===== config.mk =====
export PLATFORM = sky130hd
export DESIGN_NAME = preg_release_queue
export DESIGN_NICKNAME = d
export VERILOG_FILES = /design/src/rtl/preg_release_queue_pkg.sv /design/src/rtl/preg_release_queue_ring_buf.sv /design/src/rtl/preg_release_queue.sv
export SDC_FILE = /design/constraint.sdc
export NUM_CORES = 1
export LEC_CHECK = 0
export ABC_CLOCK_PERIOD_IN_PS = 6370
export CAP_MARGIN = 20
export CORE_UTILIZATION = 40
export CTS_BUF_LIST = sky130_fd_sc_hd__clkbuf_2
export DETAILED_ROUTE_END_ITERATION = 7
export PLACE_DENSITY = 0.62
export RECOVER_POWER = 25
export SLEW_MARGIN = 10
export SYNTH_ARGS = -nofsm -noshare
export SYNTH_HDL_FRONTEND = slang
export SYNTH_SLANG_ARGS = --single-unit

===== constraint.sdc =====
create_clock -name clk -period 6.37 [get_ports clk]
set_input_delay 0.9555 -clock clk [delete_from_list [all_inputs] [get_ports clk]]
set_output_delay 0.9555 -clock clk [all_outputs]
set_load 0.02 [all_outputs]

===== src/rtl/preg_release_queue_pkg.sv =====
// Shared physical-register definitions for the commit-side release queue,
// reused by the freelist and rename logic.
package preg_release_queue_pkg;

  localparam int NUM_PREGS = 64;
  localparam int PREG_W    = $clog2(NUM_PREGS);
  localparam int REL_DEPTH = 8;

  typedef logic [PREG_W-1:0] preg_t;

  // Number of entries a release/return count encodes (3 is not a legal count).
  function automatic int unsigned cnt_to_int(input logic [1:0] n);
    return (n == 2'd3) ? 0 : int'(n);
  endfunction

endpackage


===== src/rtl/preg_release_queue_ring_buf.sv =====
// Dual-write/dual-read circular storage with head/tail/count. The caller
// guarantees room for writes and availability for reads.
module preg_ring_buf #(
  parameter int W     = 6,
  parameter int DEPTH = 8
) (
  input  logic                       clk,
  input  logic                       reset,
  input  logic [1:0]                 i_wr_num,
  input  logic [W-1:0]               i_wr_data1,
  input  logic [W-1:0]               i_wr_data2,
  input  logic [1:0]                 i_rd_num,
  output logic [W-1:0]               o_rd_data1,
  output logic [W-1:0]               o_rd_data2,
  output logic [$clog2(DEPTH):0]     o_count
);

  localparam int PTRW = $clog2(DEPTH);
  localparam int CW   = PTRW + 1;

  logic [W-1:0]    r_buf [DEPTH];
  logic [PTRW-1:0] r_head;
  logic [PTRW-1:0] r_tail;
  logic [CW-1:0]   r_count;
  logic [PTRW-1:0] w_head1;
  logic [PTRW-1:0] w_tail1;

  // DEPTH is a power of two, so pointer arithmetic wraps on its own.
  assign w_head1 = r_head + PTRW'(1);
  assign w_tail1 = r_tail + PTRW'(1);

  always_ff @(posedge clk) begin
    if (reset) begin
      r_head  <= '0;
      r_tail  <= '0;
      r_count <= '0;
    end else begin
      r_head  <= r_head + PTRW'(i_rd_num);
      r_tail  <= r_tail + PTRW'(i_wr_num);
      r_count <= r_count + CW'(i_wr_num) - CW'(i_rd_num);
    end
  end

  // Entry contents are don't-care until written, so storage is not reset.
  always_ff @(posedge clk) begin
    if (i_wr_num == 2'd1 || i_wr_num == 2'd2) r_buf[r_tail]  <= i_wr_data1;
    if (i_wr_num == 2'd2)                     r_buf[w_tail1] <= i_wr_data2;
  end

  assign o_rd_data1 = r_buf[r_head];
  assign o_rd_data2 = r_buf[w_head1];
  assign o_count    = r_count;

  a_count_le_depth: assert property (@(posedge clk) disable iff (reset)
    r_count <= CW'(DEPTH));

endmodule


===== src/rtl/preg_release_queue.sv =====
// Buffers committed physical-register frees and drains up to two per cycle
// into the freelist; flags double-frees and overflow as sticky errors.
module preg_release_queue
  import preg_release_queue_pkg::*;
#(
  parameter int NUM_PREGS = preg_release_queue_pkg::NUM_PREGS,
  parameter int DEPTH     = REL_DEPTH
) (
  input  logic                         clk,
  input  logic                         reset,
  input  logic [1:0]                   num_release,
  input  logic [$clog2(NUM_PREGS)-1:0] rel_preg1,
  input  logic [$clog2(NUM_PREGS)-1:0] rel_preg2,
  output logic [$clog2(DEPTH):0]       space,
  output logic [1:0]                   num_return,
  output logic [$clog2(NUM_PREGS)-1:0] ret_preg1,
  output logic [$clog2(NUM_PREGS)-1:0] ret_preg2,
  input  logic                         ret_ready,
  output logic                         ovf_err,
  output logic                         dfree_err
);

  localparam int PW = $clog2(NUM_PREGS);
  localparam int CW = $clog2(DEPTH) + 1;

  logic [NUM_PREGS-1:0] r_pending;
  logic                 r_ovf_err;
  logic                 r_dfree_err;

  logic [NUM_PREGS-1:0] w_pending_next;
  logic [CW-1:0]        w_count;
  logic [CW-1:0]        w_space;
  logic [1:0]           w_num_return;
  logic [1:0]           w_deq;
  logic [1:0]           w_enq;
  logic [PW-1:0]        w_ret1;
  logic [PW-1:0]        w_ret2;
  logic                 w_ovf_hit;
  logic                 w_dfree_hit;

  assign w_space      = CW'(DEPTH) - w_count;
  assign w_num_return = (w_count >= CW'(2)) ? 2'd2 : w_count[1:0];
  assign w_deq        = ret_ready ? w_num_return : 2'd0;

  // Room is judged on registered space only, keeping ret_ready off this path.
  assign w_ovf_hit = (num_release == 2'd3) ||
                     ((num_release != 2'd0) && (CW'(num_release) > w_space));

  always_comb begin
    w_dfree_hit = 1'b0;
    if (num_release == 2'd1 || num_release == 2'd2)
      w_dfree_hit = r_pending[rel_preg1];
    if (num_release == 2'd2)
      w_dfree_hit = w_dfree_hit || r_pending[rel_preg2] || (rel_preg1 == rel_preg2);
  end

  assign w_enq = (w_ovf_hit || w_dfree_hit) ? 2'd0 : num_release;

  // Clear returned pregs, then mark newly queued ones; they cannot overlap
  // because a re-release of a still-pending preg is rejected above.
  always_comb begin
    w_pending_next = r_pending;
    if (w_deq != 2'd0) w_pending_next[w_ret1] = 1'b0;
    if (w_deq == 2'd2) w_pending_next[w_ret2] = 1'b0;
    if (w_enq != 2'd0) w_pending_next[rel_preg1] = 1'b1;
    if (w_enq == 2'd2) w_pending_next[rel_preg2] = 1'b1;
  end

  always_ff @(posedge clk) begin
    if (reset) begin
      r_pending   <= '0;
      r_ovf_err   <= 1'b0;
      r_dfree_err <= 1'b0;
    end else begin
      r_pending   <= w_pending_next;
      r_ovf_err   <= r_ovf_err | w_ovf_hit;
      r_dfree_err <= r_dfree_err | w_dfree_hit;
    end
  end

  preg_ring_buf #(
    .W     (PW),
    .DEPTH (DEPTH)
  ) u_ring (
    .clk        (clk),
    .reset      (reset),
    .i_wr_num   (w_enq),
    .i_wr_data1 (rel_preg1),
    .i_wr_data2 (rel_preg2),
    .i_rd_num   (w_deq),
    .o_rd_data1 (w_ret1),
    .o_rd_data2 (w_ret2),
    .o_count    (w_count)
  );

  assign space      = w_space;
  assign num_return = w_num_return;
  assign ret_preg1  = w_ret1;
  assign ret_preg2  = w_ret2;
  assign ovf_err    = r_ovf_err;
  assign dfree_err  = r_dfree_err;

  a_pending_matches_count: assert property (@(posedge clk) disable iff (reset)
    $countones(r_pending) == int'(w_count));

endmodule


==> flow_metrics.env, run 1 <==
export IMPL_drt_iter0_markers=1139
export IMPL_crit_top_cell="nand2_1"
export IMPL_crit_fanout=17
export IMPL_finClkSkew_ns=0.07745
export IMPL_internal_power_mw=1.783
export IMPL_crit_family="simple AND/OR/NAND/NOR gates"
export IMPL_port_buffers=36
export IMPL_synth_seq_area_share_pct=34.39
export IMPL_clock_latency_ns=0.78
export IMPL_finalSetupViolCount=0
export IMPL_cap_violations=0
export IMPL_dr_pass1_iters=7
export IMPL_peakVddDrop_uv=150.2
export IMPL_grt_start_max_net_pins=77
export IMPL_cts_hold_buffers=0
export IMPL_core_area_mm2=0.02109
export IMPL_dp_slack_ns=0.6997
export IMPL_grt_use_total_pct=30.15
export IMPL_critPathCaptureType="register"
export IMPL_via_per_inst=6.779
export IMPL_synth_cells=917
export IMPL_ys_async_sr_fraction_pct=0
export IMPL_swShare_pct=47.03
export IMPL_layout_setup_ws_ns=1.025
export IMPL_rsz0062_at_grt="false"
export IMPL_multi_input_area_mm2=0.005243
export IMPL_synth_edf_count=48
export IMPL_fillers=2047
export IMPL_num_rows=53
export IMPL_slew_viol_final=0
export IMPL_seq_area_mm2=0.002963
export IMPL_die_area_mm2=0.02213
export IMPL_synthTopCellsByArea="dfxtp_1 18%, edfxtp_1 17%, mux4_2 8.4%"
export IMPL_grt_pass1_vias=7632
export IMPL_synthesis_area_mm2=0.008615
export IMPL_hpwl_mm=23.44
export IMPL_overflow=0
export IMPL_min_path_type="register to register"
export IMPL_fin_crit_sh_pct=83.90
export IMPL_clock_root_buffer="clkbuf_2"
export IMPL_power_frac_clock_pct=16.9
export IMPL_ys_ff_latch=124
export IMPL_final_layout_size_suffix_gt1_share_pct=18.89
export IMPL_path_class="input port to register"
export IMPL_max_slew_margin_rel_pct=24.24
export IMPL_fin_area_mm2=0.009449
export IMPL_max_freq_mhz=187.1
export IMPL_final_core_util_pct=44.81
export IMPL_cts_max_path_buffers=2
export IMPL_status="finished, final reports clean"
export IMPL_area_growth_pct=9.688
export IMPL_antenna_found_initial=1
export IMPL_gp_congestion=1.087
export IMPL_synthTopCellsByCount="109 x nand2_1, 100 x nor2_1, 76 x dfxtp_1, 68 x o22ai_1, 54 x mux2_2"
export IMPL_worst_path_max_delay_cell="clkdlybuf4s50_1"
export IMPL_yosysMostFrequentCell="nand2_1"
export IMPL_syn_nets=957
export IMPL_path_clk_slew_ns=0.21
export IMPL_yosys_warnings=0
export IMPL_synthFlopType="dfxtp_1"
export IMPL_antenna_left=0
export IMPL_placed_area_mm2=0.009240
export IMPL_fin_setup_tns_ns=0
export IMPL_synth_top_area_cell="dfxtp_1"
export IMPL_required_ns=6.76
export IMPL_seq_power_share_pct=29.8
export IMPL_finalWorstPathRequiredPeriod_ns=5.345
export IMPL_whs_ns=0.4579
export IMPL_p_comb_share_pct=53.3
export IMPL_cts_resized=0
export IMPL_nNetsFinal=980
export IMPL_cellLeakagePower_nw=3.110
export IMPL_die_h_um=148.8
export IMPL_post_drt_wl_per_cell_um=26.86
export IMPL_synth_top_area_share_pct=17.66
export IMPL_h_tree_depth=4
export IMPL_tightest_slew_ns=1.132
export IMPL_remaining_drc_errors=0
export IMPL_wl_mm=33.01
export IMPL_numCtsBuffers=17
export IMPL_grt_pass1_wl_mm=48.59
export IMPL_synth_avg_cell_area_um2=9.394
export IMPL_arrival_ns=5.73
export IMPL_die_w_um=148.8
export IMPL_final_hold_viol_count=0
export IMPL_start_util_pct=40.85
export IMPL_cts_tree="yes"
export IMPL_io_pins=37
export IMPL_num_vias=8332
export IMPL_ys_types=69
export IMPL_start_kind="input port"
export IMPL_clkSinkCount=124
export IMPL_path_buf_inv=2
export IMPL_critical_path_max_stage_delay_ns=0.86
export IMPL_switchingPower_mw=1.583
export IMPL_cts_setup_buffers=0
export IMPL_p_per_area_mw_per_mm2=356.2
export IMPL_cp_cell_sequence="clkdlybuf4s50_1 -> and2_1 -> a221o_1 -> nand2_1 -> a21oi_1 -> or4_1 -> o31ai_1 -> and4_1 -> ha_1 -> nand2_1 -> nor3_1 -> clkbuf_1 -> o21bai_1"
## tightest hold or removal path: stages, from the launching register on
cell	delay, ns
dfxtp_1	0.35
inv_1	0.04
a21oi_1	0.05
## cells in the final DEF (no fill, tap or decap), types with 22 or more instances in the layout
| master | count |
|---|---|
| a31oi_1 | 34 |
| mux4_2 | 32 |
| o22ai_1 | 68 |
| inv_1 | 23 |
| nor2_1 | 100 |
| mux2_2 | 54 |
| clkdlybuf4s50_1 | 22 |
| dfxtp_1 | 76 |
| edfxtp_1 | 48 |
| nand2_1 | 109 |
| a21oi_1 | 44 |
| a22oi_1 | 50 |
## cell type report
class	count	share of cell area (%)
tap	275	3.641
timing repair buffer	65	5.760
multi-input combinational	707	55.48
sequential	124	31.36
inverter	25	0.9931
clock buffer	18	0.9534
antenna	1	0.02648
clock inverter	14	1.788
## registers in the layout, summed over array words and instances (netlist names)
signal,cells
u_ring.r_tail,3
u_ring.o_count,4
r_pending,64
u_ring.r_buf,48
u_ring.r_head,3
dfree_err,1
ovf_err,1
## metrics by stage
step / cells / power [mW]
CTS: 1228 / 3.360
global route: 1229 / 3.497
detailed placement: 1196 / 2.799
floorplan: 917 / 2.192
finish: 1229 / 3.366
global placement: 1195 / 2.787
## power groups by stage
stage / clock network, mW / logic, mW / registers, mW
CTS: 0.570 / 1.79 / 1.00
floorplan: 0 / 1.22 / 0.972
global placement: 0 / 1.77 / 1.02
detailed placement: 0 / 1.78 / 1.02
finish: 0.568 / 1.79 / 1.00
global route: 0.597 / 1.89 / 1.01
## cell families (layout without fill, tap and decap cells)
family / count (synthesis) / in the layout / synth area share (%)
XOR/XNOR: 15 / 15 / 1.743
AO/OA/AOI/OAI: 251 / 251 / 19.38
multiplexers: 103 / 103 / 17.86
buffers and inverters: 86 / 122 / 4.444
other: 0 / 1 / 0
flip-flops: 124 / 124 / 34.39
adder cells (fa/ha/maj): 23 / 23 / 3.689
AND/OR/NAND/NOR: 315 / 315 / 18.49
## final timing paths
| check | startpoint | end | slack [ns] | cells after the start |
|---|---|---|---|---|
| min reg2reg | ovf_err | ovf_err | 0.46 | 2 |
| max | rel_preg1[0] | u_ring.r_buf[7][0] | 1.03 | 13 |
| max reg2reg | r_pending[0] | u_ring.r_buf[7][0] | 2.06 | 11 |
| min | ovf_err | ovf_err | 0.46 | 2 |
## metal layers
metal	up-vias	share of wire (%)	GRT usage, %
li1	3502	-	-
met1	3995	39	40.05
met2	675	42	44.42
met3	160	13	9.694
met4	0	5.0	13.88
met5	-	0	0
No activity file was read; power rests on OpenSTA's default activity.
==> run 2, diff against run 1 <==
Settings changed: ABC_CLOCK_PERIOD_IN_PS 6370 to 5400.
Clock period 6.37 ns to 5.4 ns, I/O delays scaled along.
==> flow_metrics.env, run 2 (synthesis results as in run 1) <==
export IMPL_final_hold_viol_count=0
export IMPL_antenna_found_initial=1
export IMPL_area_growth_pct=12.82
export IMPL_regMostFlops="r_pending"
export IMPL_crit_family="simple AND/OR/NAND/NOR gates"
export IMPL_drt_iter0_markers=1197
export IMPL_worst_path_max_delay_cell="nor2b_1"
export IMPL_mostFrequentLayoutCell="nand2_1"
export IMPL_grt_use_met1_pct=42.26
export IMPL_grt_pass1_wl_mm=49.45
export IMPL_violations="DRC"
export IMPL_finClkSkew_ns=0.06226
export IMPL_final_layout_size_suffix_gt1_share_pct=21.63
export IMPL_cts_tree="yes"
export IMPL_nNetsFinal=1007
export IMPL_slew_viol_final=0
export IMPL_clkSinkCount=124
export IMPL_via_per_inst=6.607
export IMPL_cellLeakagePower_nw=3.255
export IMPL_start_util_pct=40.85
export IMPL_met2_usage_pct=45.07
export IMPL_num_rows=53
export IMPL_numCtsBuffers=17
export IMPL_die_h_um=148.8
export IMPL_cp_cell_sequence="clkdlybuf4s50_1 -> clkbuf_1 -> nor2b_1 -> a221oi_1 -> a21oi_1 -> o21ai_0 -> o21ai_0 -> o31ai_1 -> clkbuf_1 -> nand4_1 -> clkbuf_1 -> ha_1 -> and2_1 -> nand2_1 -> o22ai_1 -> a31oi_1 -> nor2_1"
export IMPL_core_area_mm2=0.02109
export IMPL_grt_pass1_vias=7760
export IMPL_path_class="input port to register"
export IMPL_grt_use_total_pct=30.77
export IMPL_final_core_util_pct=46.09
export IMPL_cts_max_path_buffers=2
export IMPL_peakVddDrop_uv=164.4
export IMPL_overflow=0
export IMPL_gp_congestion=1.026
export IMPL_cts_resized=0
export IMPL_io_pins=37
export IMPL_required_ns=6.08
export IMPL_die_area_mm2=0.02213
export IMPL_finalSetupViolCount=0
export IMPL_crit_top_cell="clkbuf_1"
export IMPL_status="finished with violations"
export IMPL_min_path_type="register to register"
export IMPL_largest_reg_flops=64
export IMPL_critPathCaptureType="register"
export IMPL_crit_fanout=14
export IMPL_post_drt_wl_per_cell_um=26.50
export IMPL_cap_violations=0
export IMPL_cts_hold_buffers=0
export IMPL_rsz0062_at_grt="false"
export IMPL_fillers=2059
export IMPL_path_clk_slew_ns=0.23
export IMPL_h_tree_depth=4
export IMPL_start_kind="input port"
export IMPL_p_per_area_mw_per_mm2=417.4
export IMPL_dr_pass1_iters=8
export IMPL_die_w_um=148.8
export IMPL_remaining_drc_errors=3
export IMPL_max_slew_margin_rel_pct=21.79
export IMPL_antenna_left=0
export IMPL_finalWorstPathRequiredPeriod_ns=4.942
export IMPL_layout_common_cells="109 x nand2_1, 100 x nor2_1, 76 x dfxtp_1"
export IMPL_grt_start_max_net_pins=77
export IMPL_arrival_ns=5.62
export IMPL_wl_mm=33.28
export IMPL_hpwl_mm=23.62
export IMPL_critical_path_max_stage_delay_ns=0.95
export IMPL_grtUsageMet3_pct=8.563
export IMPL_port_buffers=36
export IMPL_clock_root_buffer="clkbuf_2"
export IMPL_tightest_slew_ns=1.169
export IMPL_max_freq_mhz=202.3
export IMPL_cts_setup_buffers=0
export IMPL_fin_crit_sh_pct=91.53
export IMPL_fin_setup_tns_ns=0
export IMPL_clock_latency_ns=0.79
export IMPL_busiest_layer="met2"
export IMPL_path_buf_inv=4
export IMPL_num_vias=8298
[run 2: tightest hold or removal path: stages (launching register included)]
cell and delay, ns:
dfxtp_1 0.36, inv_1 0.04, a21oi_1 0.05
[run 2: cell type report]
type | instances | area [µm²] | share of cell area, %
antenna | 1 | 2.502 | 0.02575
clock buffer | 18 | 90.09 | 0.9269
clock inverter | 14 | 158.9 | 1.635
inverter | 25 | 93.84 | 0.9655
multi-input combinational | 707 | 5269 | 54.21
sequential | 124 | 2963 | 30.48
tap | 275 | 344.1 | 3.540
timing repair buffer | 92 | 798.3 | 8.213
[run 2: power breakdown]
part	internal (mW)	switching [mW]	total, mW
Combinational	0.819	1.42	2.24
Clock	0.223	0.431	0.654
Sequential	1.08	0.0801	1.16
[run 2: stage by stage]
stage               worst slack, ns  total power [mW]  instances  instance area, µm²  hold slack, ns
finish                       0.4576             4.057       1256                9719          0.4613
global route                 0.3087             4.214       1256                9719          0.4794
CTS                          0.7259             4.029       1255                9732          0.4648
detailed placement           0.3138             3.383       1223                9483          0.4388
global placement             0.2612             3.369       1223                9483          0.4343
floorplan                     1.155             2.585        917                8615          0.4689
[run 2: worst paths after layout]
kind / start / to / slack (ns) / cells after the start
max: rel_preg2[0] / r_pending[36] / 0.46 / 17
min: ovf_err / ovf_err / 0.46 / 2
max reg2reg: r_pending[50] / r_pending[36] / 1.44 / 15
min reg2reg: ovf_err / ovf_err / 0.46 / 2
[run 2: per-layer routing]
layer	wire length [µm]	up-vias
met5	0	-
met2	14290	562
li1	-	3566
met3	3674	129
met4	1455	0
met1	13860	4041
